File: config.mk
export PLATFORM = sky130hd
export DESIGN_NAME = imem_loader_flat
export DESIGN_NICKNAME = d
export VERILOG_FILES = /design/src/rtl/imem_loader_pkg.sv /design/src/rtl/imem_loader_if.sv /design/src/rtl/imem_loader.sv /design/src/flat_wrapper.sv
export SDC_FILE = /design/constraint.sdc
export NUM_CORES = 1
export LEC_CHECK = 0
export ABC_AREA = 0
export CORE_MARGIN = 4
export CORE_UTILIZATION = 47
export CTS_CLUSTER_DIAMETER = 30
export DETAILED_ROUTE_END_ITERATION = 6
export PLACE_DENSITY_LB_ADDON = 0.1
export SYNTH_ARGS = -nofsm -noshare
export SYNTH_HDL_FRONTEND = slang
export SYNTH_SLANG_ARGS = --single-unit
File: constraint.sdc
create_clock -name clk -period 2.7 [get_ports clk]
set_input_delay 0.54 -clock clk [delete_from_list [all_inputs] [get_ports clk]]
set_output_delay 0.54 -clock clk [all_outputs]
set_load 0.02 [all_outputs]
File: src/rtl/imem_loader_pkg.sv
// +----------------------------------------------------------------------------+
// | imem_loader_pkg : shared processor constants and loader state encoding      |
// | Revision: 1.0                                                              |
// +----------------------------------------------------------------------------+
`default_nettype none

package imem_loader_pkg;

  localparam int ADDR_W  = 8;
  localparam int INSTR_W = 16;
  localparam int BYTE_W  = 8;

  typedef enum logic [2:0] {
    ST_IDLE = 3'd0,
    ST_LEN  = 3'd1,
    ST_HI   = 3'd2,
    ST_LO   = 3'd3,
    ST_CSUM = 3'd4,
    ST_DONE = 3'd5,
    ST_ERR  = 3'd6
  } ldr_state_t;

endpackage

`default_nettype wire

File: src/rtl/imem_loader_if.sv
// +----------------------------------------------------------------------------+
// | imem_loader_if : byte stream handshake plus instruction-memory write bus    |
// | Revision: 1.0                                                              |
// +----------------------------------------------------------------------------+
`default_nettype none

interface imem_loader_if #(
  parameter int ADDR_W  = imem_loader_pkg::ADDR_W,
  parameter int INSTR_W = imem_loader_pkg::INSTR_W
);

  logic [imem_loader_pkg::BYTE_W-1:0] rx_data;
  logic                               rx_valid;
  logic                               rx_ready;
  logic                               imem_we;
  logic [ADDR_W-1:0]                  imem_waddr;
  logic [INSTR_W-1:0]                 imem_wdata;

  // master: stream source / memory sink side; slave: the loader itself
  modport master (
    output rx_data, rx_valid,
    input  rx_ready, imem_we, imem_waddr, imem_wdata
  );

  modport slave (
    input  rx_data, rx_valid,
    output rx_ready, imem_we, imem_waddr, imem_wdata
  );

endinterface

`default_nettype wire

File: src/rtl/imem_loader.sv
// +----------------------------------------------------------------------------+
// | imem_loader : framed byte stream -> 16-bit instruction memory writes,       |
// |               holds the core in reset until a checksum-verified load.       |
// | Revision: 1.0                                                              |
// +----------------------------------------------------------------------------+
`default_nettype none

module imem_loader #(
  parameter int ADDR_W  = imem_loader_pkg::ADDR_W,
  parameter int INSTR_W = imem_loader_pkg::INSTR_W
) (
  input  wire         clk,
  input  wire         rstn,
  input  wire         load_start,
  imem_loader_if.slave bus,
  output logic        core_rstn,
  output logic        busy,
  output logic        load_done,
  output logic        load_err
);

  import imem_loader_pkg::*;

  // One extra bit so a LEN of 0 (256 words) is representable without wrap
  localparam logic [ADDR_W:0] CNT_FULL = {1'b1, {ADDR_W{1'b0}}};

  ldr_state_t          r_state;
  ldr_state_t          w_next;

  logic [ADDR_W:0]     r_count;
  logic [ADDR_W:0]     r_widx;
  logic [BYTE_W-1:0]   r_sum;
  logic [BYTE_W-1:0]   r_hi;
  logic                r_we;
  logic [ADDR_W-1:0]   r_waddr;
  logic [INSTR_W-1:0]  r_wdata;

  logic                w_accept;
  logic [ADDR_W:0]     w_widx_inc;
  logic                w_last_word;

  assign w_accept    = bus.rx_valid && bus.rx_ready;
  assign w_widx_inc  = r_widx + 1'b1;
  assign w_last_word = (w_widx_inc == r_count);

  // State register
  always_ff @(posedge clk or negedge rstn) begin
    if (!rstn) begin
      r_state <= ST_IDLE;
    end else begin
      r_state <= w_next;
    end
  end

  // Next-state logic
  always_comb begin
    w_next = r_state;
    unique case (r_state)
      ST_IDLE, ST_DONE, ST_ERR: if (load_start) w_next = ST_LEN;
      ST_LEN:  if (w_accept) w_next = ST_HI;
      ST_HI:   if (w_accept) w_next = ST_LO;
      ST_LO:   if (w_accept) w_next = w_last_word ? ST_CSUM : ST_HI;
      ST_CSUM: if (w_accept) w_next = (bus.rx_data == r_sum) ? ST_DONE : ST_ERR;
      default: w_next = ST_IDLE;
    endcase
  end

  // Outputs are pure decodes of the registered state
  always_comb begin
    bus.rx_ready = 1'b0;
    busy         = 1'b0;
    core_rstn    = 1'b0;
    load_done    = 1'b0;
    load_err     = 1'b0;
    unique case (r_state)
      ST_LEN, ST_HI, ST_LO, ST_CSUM: begin
        bus.rx_ready = 1'b1;
        busy         = 1'b1;
      end
      ST_DONE: begin
        core_rstn = 1'b1;
        load_done = 1'b1;
      end
      ST_ERR:  load_err = 1'b1;
      default: ;
    endcase
  end

  // Byte assembler, word counter, checksum and registered write port
  always_ff @(posedge clk or negedge rstn) begin
    if (!rstn) begin
      r_count <= '0;
      r_widx  <= '0;
      r_sum   <= '0;
      r_hi    <= '0;
      r_we    <= 1'b0;
      r_waddr <= '0;
      r_wdata <= '0;
    end else begin
      r_we <= 1'b0;
      if (w_accept) begin
        unique case (r_state)
          ST_LEN: begin
            r_count <= (bus.rx_data == '0) ? CNT_FULL : (ADDR_W+1)'(bus.rx_data);
            r_widx  <= '0;
            r_sum   <= '0;
          end
          ST_HI: begin
            r_hi  <= bus.rx_data;
            r_sum <= r_sum + bus.rx_data;
          end
          ST_LO: begin
            r_sum   <= r_sum + bus.rx_data;
            r_we    <= 1'b1;
            r_waddr <= r_widx[ADDR_W-1:0];
            r_wdata <= INSTR_W'({r_hi, bus.rx_data});
            r_widx  <= w_widx_inc;
          end
          default: ;
        endcase
      end
    end
  end

  assign bus.imem_we    = r_we;
  assign bus.imem_waddr = r_waddr;
  assign bus.imem_wdata = r_wdata;

endmodule

`default_nettype wire

File: src/flat_wrapper.sv
// flat-port wrapper written by rule: the top's interface ports become plain ports
module imem_loader_flat import imem_loader_pkg::*;
#(
  parameter int ADDR_W  = imem_loader_pkg::ADDR_W,
  parameter int INSTR_W = imem_loader_pkg::INSTR_W
)
  (clk, rstn, load_start, core_rstn, busy, load_done, load_err, bus_rx_data, bus_rx_valid, bus_rx_ready, bus_imem_we, bus_imem_waddr, bus_imem_wdata);
  imem_loader_if #(.ADDR_W(ADDR_W), .INSTR_W(INSTR_W)) bus_i ();
  input  wire clk;
  input  wire rstn;
  input  wire load_start;
  output logic core_rstn;
  output logic busy;
  output logic load_done;
  output logic load_err;
  input wire logic [$bits(bus_i.rx_data)-1:0] bus_rx_data;
  input wire logic [$bits(bus_i.rx_valid)-1:0] bus_rx_valid;
  output wire logic [$bits(bus_i.rx_ready)-1:0] bus_rx_ready;
  output wire logic [$bits(bus_i.imem_we)-1:0] bus_imem_we;
  output wire logic [$bits(bus_i.imem_waddr)-1:0] bus_imem_waddr;
  output wire logic [$bits(bus_i.imem_wdata)-1:0] bus_imem_wdata;
  assign bus_i.rx_data = bus_rx_data;
  assign bus_i.rx_valid = bus_rx_valid;
  assign bus_rx_ready = bus_i.rx_ready;
  assign bus_imem_we = bus_i.imem_we;
  assign bus_imem_waddr = bus_i.imem_waddr;
  assign bus_imem_wdata = bus_i.imem_wdata;
  imem_loader #(.ADDR_W(ADDR_W), .INSTR_W(INSTR_W)) u_core (.clk(clk), .rstn(rstn), .load_start(load_start), .bus(bus_i), .core_rstn(core_rstn), .busy(busy), .load_done(load_done), .load_err(load_err));
endmodule
* After elaboration in Yosys (flattened, before gate mapping)
Index checks and enable logic that the tools add are counted.
** Operators by class
- Add/subtract/negate cells :: 2
- Reductions and logical operators :: 14
- Equality and inequality tests :: 13
- Mux-type cells :: 16
** Operators with widths (count)
- 3-bit 2-to-1 mux :: 6
- 9-bit case mux with 2 select lines :: 1
- 8-bit case mux with 2 select lines :: 1
- 3-bit case mux with 5 select lines :: 1
- 2-bit AND reduction :: 5
- 9-bit by 1-bit adder with 9-bit output (second input constant) :: 1
- 3-bit equality test (second input constant) :: 3
- 9-bit equality test :: 1
- 9-bit 2-to-1 mux :: 1
- 8-bit adder :: 1
- 8-bit equality test :: 1
- 8-bit zero test :: 1
- 2-bit by 1-bit != test with 1-bit output (second input constant) :: 4
- 3-bit by 2-bit equality test with 1-bit output (second input constant) :: 2
- 1-bit 2-to-1 mux :: 5
- 5-bit AND reduction :: 1
- 2-bit nonzero test :: 2
- 4-bit OR reduction :: 1
- 3-bit by 1-bit equality test with 1-bit output (second input constant) :: 1
- 3-bit zero test :: 1
- 3-bit OR reduction :: 1
- 2-bit 2-to-1 mux :: 1
- 2-bit != test (second input constant) :: 1
- 2-bit OR reduction :: 1
- 1-bit logical AND :: 1
** Storage, ports and cells
- Input port bits :: 12
- Output and inout port bits :: 30
- Flip-flop bits (word level) :: 62
- Word-level logic and storage cells :: 53

* Longest topological paths before layout
- Depth after elaboration :: 6
- Gate-level depth with buffers :: 9
- Depth with buffers taken out :: 9

* Worst setup path after synthesis
No wires, ideal clock.
- Kind :: reg-to-output
- Start :: reg u_core.r_state[1]
- End :: out busy
- Setup slack :: 614 ps
- Stages on the path, launching flop included :: 6
- Buffers on the path :: 3
- Arrival time :: 1546 ps
- Data required time :: 2160 ps
- Cell sequence :: dfrtp_1 -> clkbuf_1 -> clkbuf_1 -> nor2_1 -> xnor2_1 -> buf_4
** On the way
- Cells in the longest elaborated chain, start to end :: 3
- Elaborated cells on any way between the ends :: 6
- Classes of those cells :: eq/ne: 4; mux: 1; reduce/logical: 1
** RTL lines
- from (decl) :: line imem_loader.sv:27 : ldr_state_t r_state;
- from (signal assigned) :: line imem_loader.sv:51 : r_state <= w_next;
- 3-bit by 1-bit equality test with 1-bit output (tied with other cells)
- 4-bit OR reduction (*)
- 1-bit 2-to-1 mux (*)
- to (decl) :: line flat_wrapper.sv:13 : output logic busy;
Every way passes the cells marked *; elsewhere a longest branch is shown, timed or not.

* Final worst setup path
- Start :: reg u_core.r_state[1]
- End :: out bus_rx_ready
** On the way
- Cells in the longest elaborated chain, start to end :: 3
- Elaborated cells on any way between the ends :: 6
- Classes of those cells :: eq/ne: 4; mux: 1; reduce/logical: 1
** RTL lines
- 3-bit by 1-bit equality test with 1-bit output (tied with other cells) :: line imem_loader.sv:75 : unique case (r_state)
- 4-bit OR reduction (*) :: line imem_loader.sv:75
- 1-bit 2-to-1 mux (*) :: line imem_loader.sv:75
- to (decl) :: line flat_wrapper.sv:18 : output wire logic [$bits(bus_i.rx_ready)-1:0] bus_rx_ready;
Marks and branches as above.

==> flow_summary.yaml <==
power:
  p_seq_frac: 0.387
  swShare: 0.3629
  ir_drop_v: 0.0006320
  power.internal_uw: 2552
  p_switching_uw: 1453
  leakage_uw: 0.001799
  pwr_density_cell_mw_per_mm2: 1047
  pwr-share-clk: 0.204
  p_comb_frac: 0.410
cells_and_area:
  fillCellCount: 554
  drive_above_1_share: 0.1303
  nets: 392
  layout_common_cells: "nand2_1 (91), dfrtp_1 (62), clkdlybuf4s50_1 (40), o21ai_0 (19)"
  final_common_cell: "nand2_1"
  final_cells: 453
  diodes: 0
  area_growth_pct: 22.73
global_routing:
  grt_first_pass_wirelength_um: 11320
  grt-ovfl-total: 0
  grt_pass1_vias: 2360
  busiest_layer: "met2"
  grt_max_degree: 63
  met3_usage: 0.06267
  grtUsageMet1: 0.2437
  grt_usage: 0.1882
  antenna_found_initial: 0
  grt.met2_usage: 0.3061
critical_path:
  end_kind: "output port"
  reg2reg_depth: 7
  startpoint: "u_core.r_state[1]"
  worst-endpoint-required_ps: 2160
  cp-start-kind: "flip-flop"
  cp_max_fo: 16
  r2r-end: "u_core.r_state[2]"
  path_class: "reg -> out"
  r2r_slack_ps: 480
  timing.rr.start: "u_core.r_widx[0]"
  critical_path_arrival_ps: 1950
clocking:
  clockBufferDepth: 2
  cts_made_buffers: 9
  ctsResizeCount: 0
  cts_tree: "yes"
  clk_pin_slew_ps: 70
  cts_root_buf: "clkbuf_8"
  cts_htree_levels: 3
  insertion_delay_ps: 330
  post_cts_buffers: 0
  hold_buffers: 0
  cts.sinks: 62
timing:
  period_share: 0.9206
  slew_headroom: 0.5639
  rsz0062_at_grt: "no"
  setup_viol: 0
  tightest_slew_ps: 649.8
  hold_viol_final: 0
  timing.final.max_slew_violations: 0
  timing.setup.tns_ps: 0
  timing.hold.ws_ps: 187.9
  fin_crit_ps: 2486
  fmax_mhz: 402.3
  skew_ps: 5.984
placed_design:
  port_buffers: 41
  gp_congestion: 0.8785
  dp_cells: 437
  place_hpwl_um: 4707
synthesis:
  synth-edff-count: 0
  synth-main-ff-cell: "dfrtp_1"
  ys_types: 50
  async_flop_share: 1.000
  synth_nets: 344
  ys_ff_latch: 62
  ys_seq_area_frac: 0.4980
  yosysTopAreaCellShare: 0.4980
  synthCells: 323
  synth_area_leaders: "dfrtp_1 (50%), nand2_1 (11%), mux2_2 (5.4%)"
  netlist_area_mm2: 0.003115
  syn_area_per_cell_um2: 9.645
  synth_top_area_cell: "dfrtp_1"
  yosys_warnings: 0
min_path:
  worst_hold_path_type: "in -> async"
die:
  die_area_mm2: 0.007995
  io_pins: 42
  rows: 29
  die_w_um: 89.42
  core-area_mm2: 0.006386
  fp.dieH_um: 89.42
  start_util: 0.4879
drt:
  drc: 0
  first_pass_iters: 4
  drtIter0Drc: 102
  vias_per_cell: 5.243
  wirelength_um: 6729
  ant_nets: 0
  wire_per_inst_um: 14.85
  dr_total_vias: 2375
run_status:
  outcome: "complete, no violations"
job:
  max_cap_violations: 0
[sequential cells by signal, indices dropped and copies added, names as in the netlist]
name / cells
u_core.bus.imem_we: 1
u_core.bus.imem_waddr: 8
u_core.r_state: 3
u_core.r_count: 9
u_core.bus.imem_wdata: 16
u_core.r_sum: 8
u_core.r_widx: 9
u_core.r_hi: 8
[metrics by stage]
| stage | power [µW] | utilization | cell area, µm² | setup WS (ps) |
|---|---|---|---|---|
| floorplan | 2649 | - | 3115 | 614.3 |
| global placement | 3185 | 0.5674 | 3623 | 120.7 |
| detailed placement | 3219 | 0.5674 | 3623 | 36.75 |
| CTS | 4054 | 0.5987 | 3824 | 189.0 |
| global route | 4311 | 0.5987 | 3824 | 26.72 |
| finish | 4005 | 0.5987 | 3824 | 214.4 |
[critical path: stages (launching register included)]
cell	delay, ps
dfrtp_1	640
nor2_1	140
xnor2_1	200
clkdlybuf4s50_1	640
[metal layers]
layer	routed length [µm]	vias to the layer above	part of all wire
li1	-	1187	-
met1	3194	1145	0.47
met2	3220	36	0.48
met3	254	7	0.038
met4	59	0	0.0088
met5	0	-	0
[cell usage after synthesis (4+ instances only)]
master,count
mux2_2,15
xor2_1,7
ha_1,8
o31ai_1,5
buf_2,4
o21ai_0,19
a21oi_1,10
nand3_1,4
nand2_1,91
nor2_1,11
clkbuf_1,8
dfrtp_1,62
xnor2_1,15
inv_1,10
[power groups by stage]
stage | combinational (µW) | clock (µW) | sequential (µW)
3_5_place_dp | 1660 | 0 | 1560
4_1_cts | 1660 | 839 | 1550
5_1_grt | 1830 | 881 | 1600
2_1_floorplan | 1010 | 0 | 1640
3_3_place_gp | 1630 | 0 | 1560
6_report | 1640 | 816 | 1550
[cell type report]
type	count	area, µm²	area share
Sequential cell	62	1551	0.4058
Multi-Input combinational cell	233	1415	0.3701
Timing Repair Buffer	55	523.0	0.1368
Clock buffer	12	155.1	0.04058
Tap cell	77	96.34	0.02520
Clock inverter	4	45.04	0.01178
Inverter	10	37.54	0.009817
[how the worst max path moves through the flow]
stage / slack (ps) / cells past startpoint / endpoint
after global routing: 30 / 3 / bus_rx_ready
after CTS: 190 / 3 / bus_rx_ready
after floorplan: 610 / 5 / busy
after detailed placement: 40 / 9 / u_core.r_sum[6]
after global placement: 120 / 9 / u_core.r_sum[6]
final: 210 / 3 / bus_rx_ready
[cell families after synthesis]
| kind of cell | after synthesis | synth area share |
|---|---|---|
| simple gates | 132 | 0.1860 |
| flops | 62 | 0.4980 |
| compound gates | 53 | 0.1072 |
| buf+inv | 28 | 0.04779 |
| xor+xnor | 22 | 0.06185 |
| mux | 17 | 0.06064 |
| fa+ha+maj | 9 | 0.03856 |
Power figures use the tool's default switching activity.
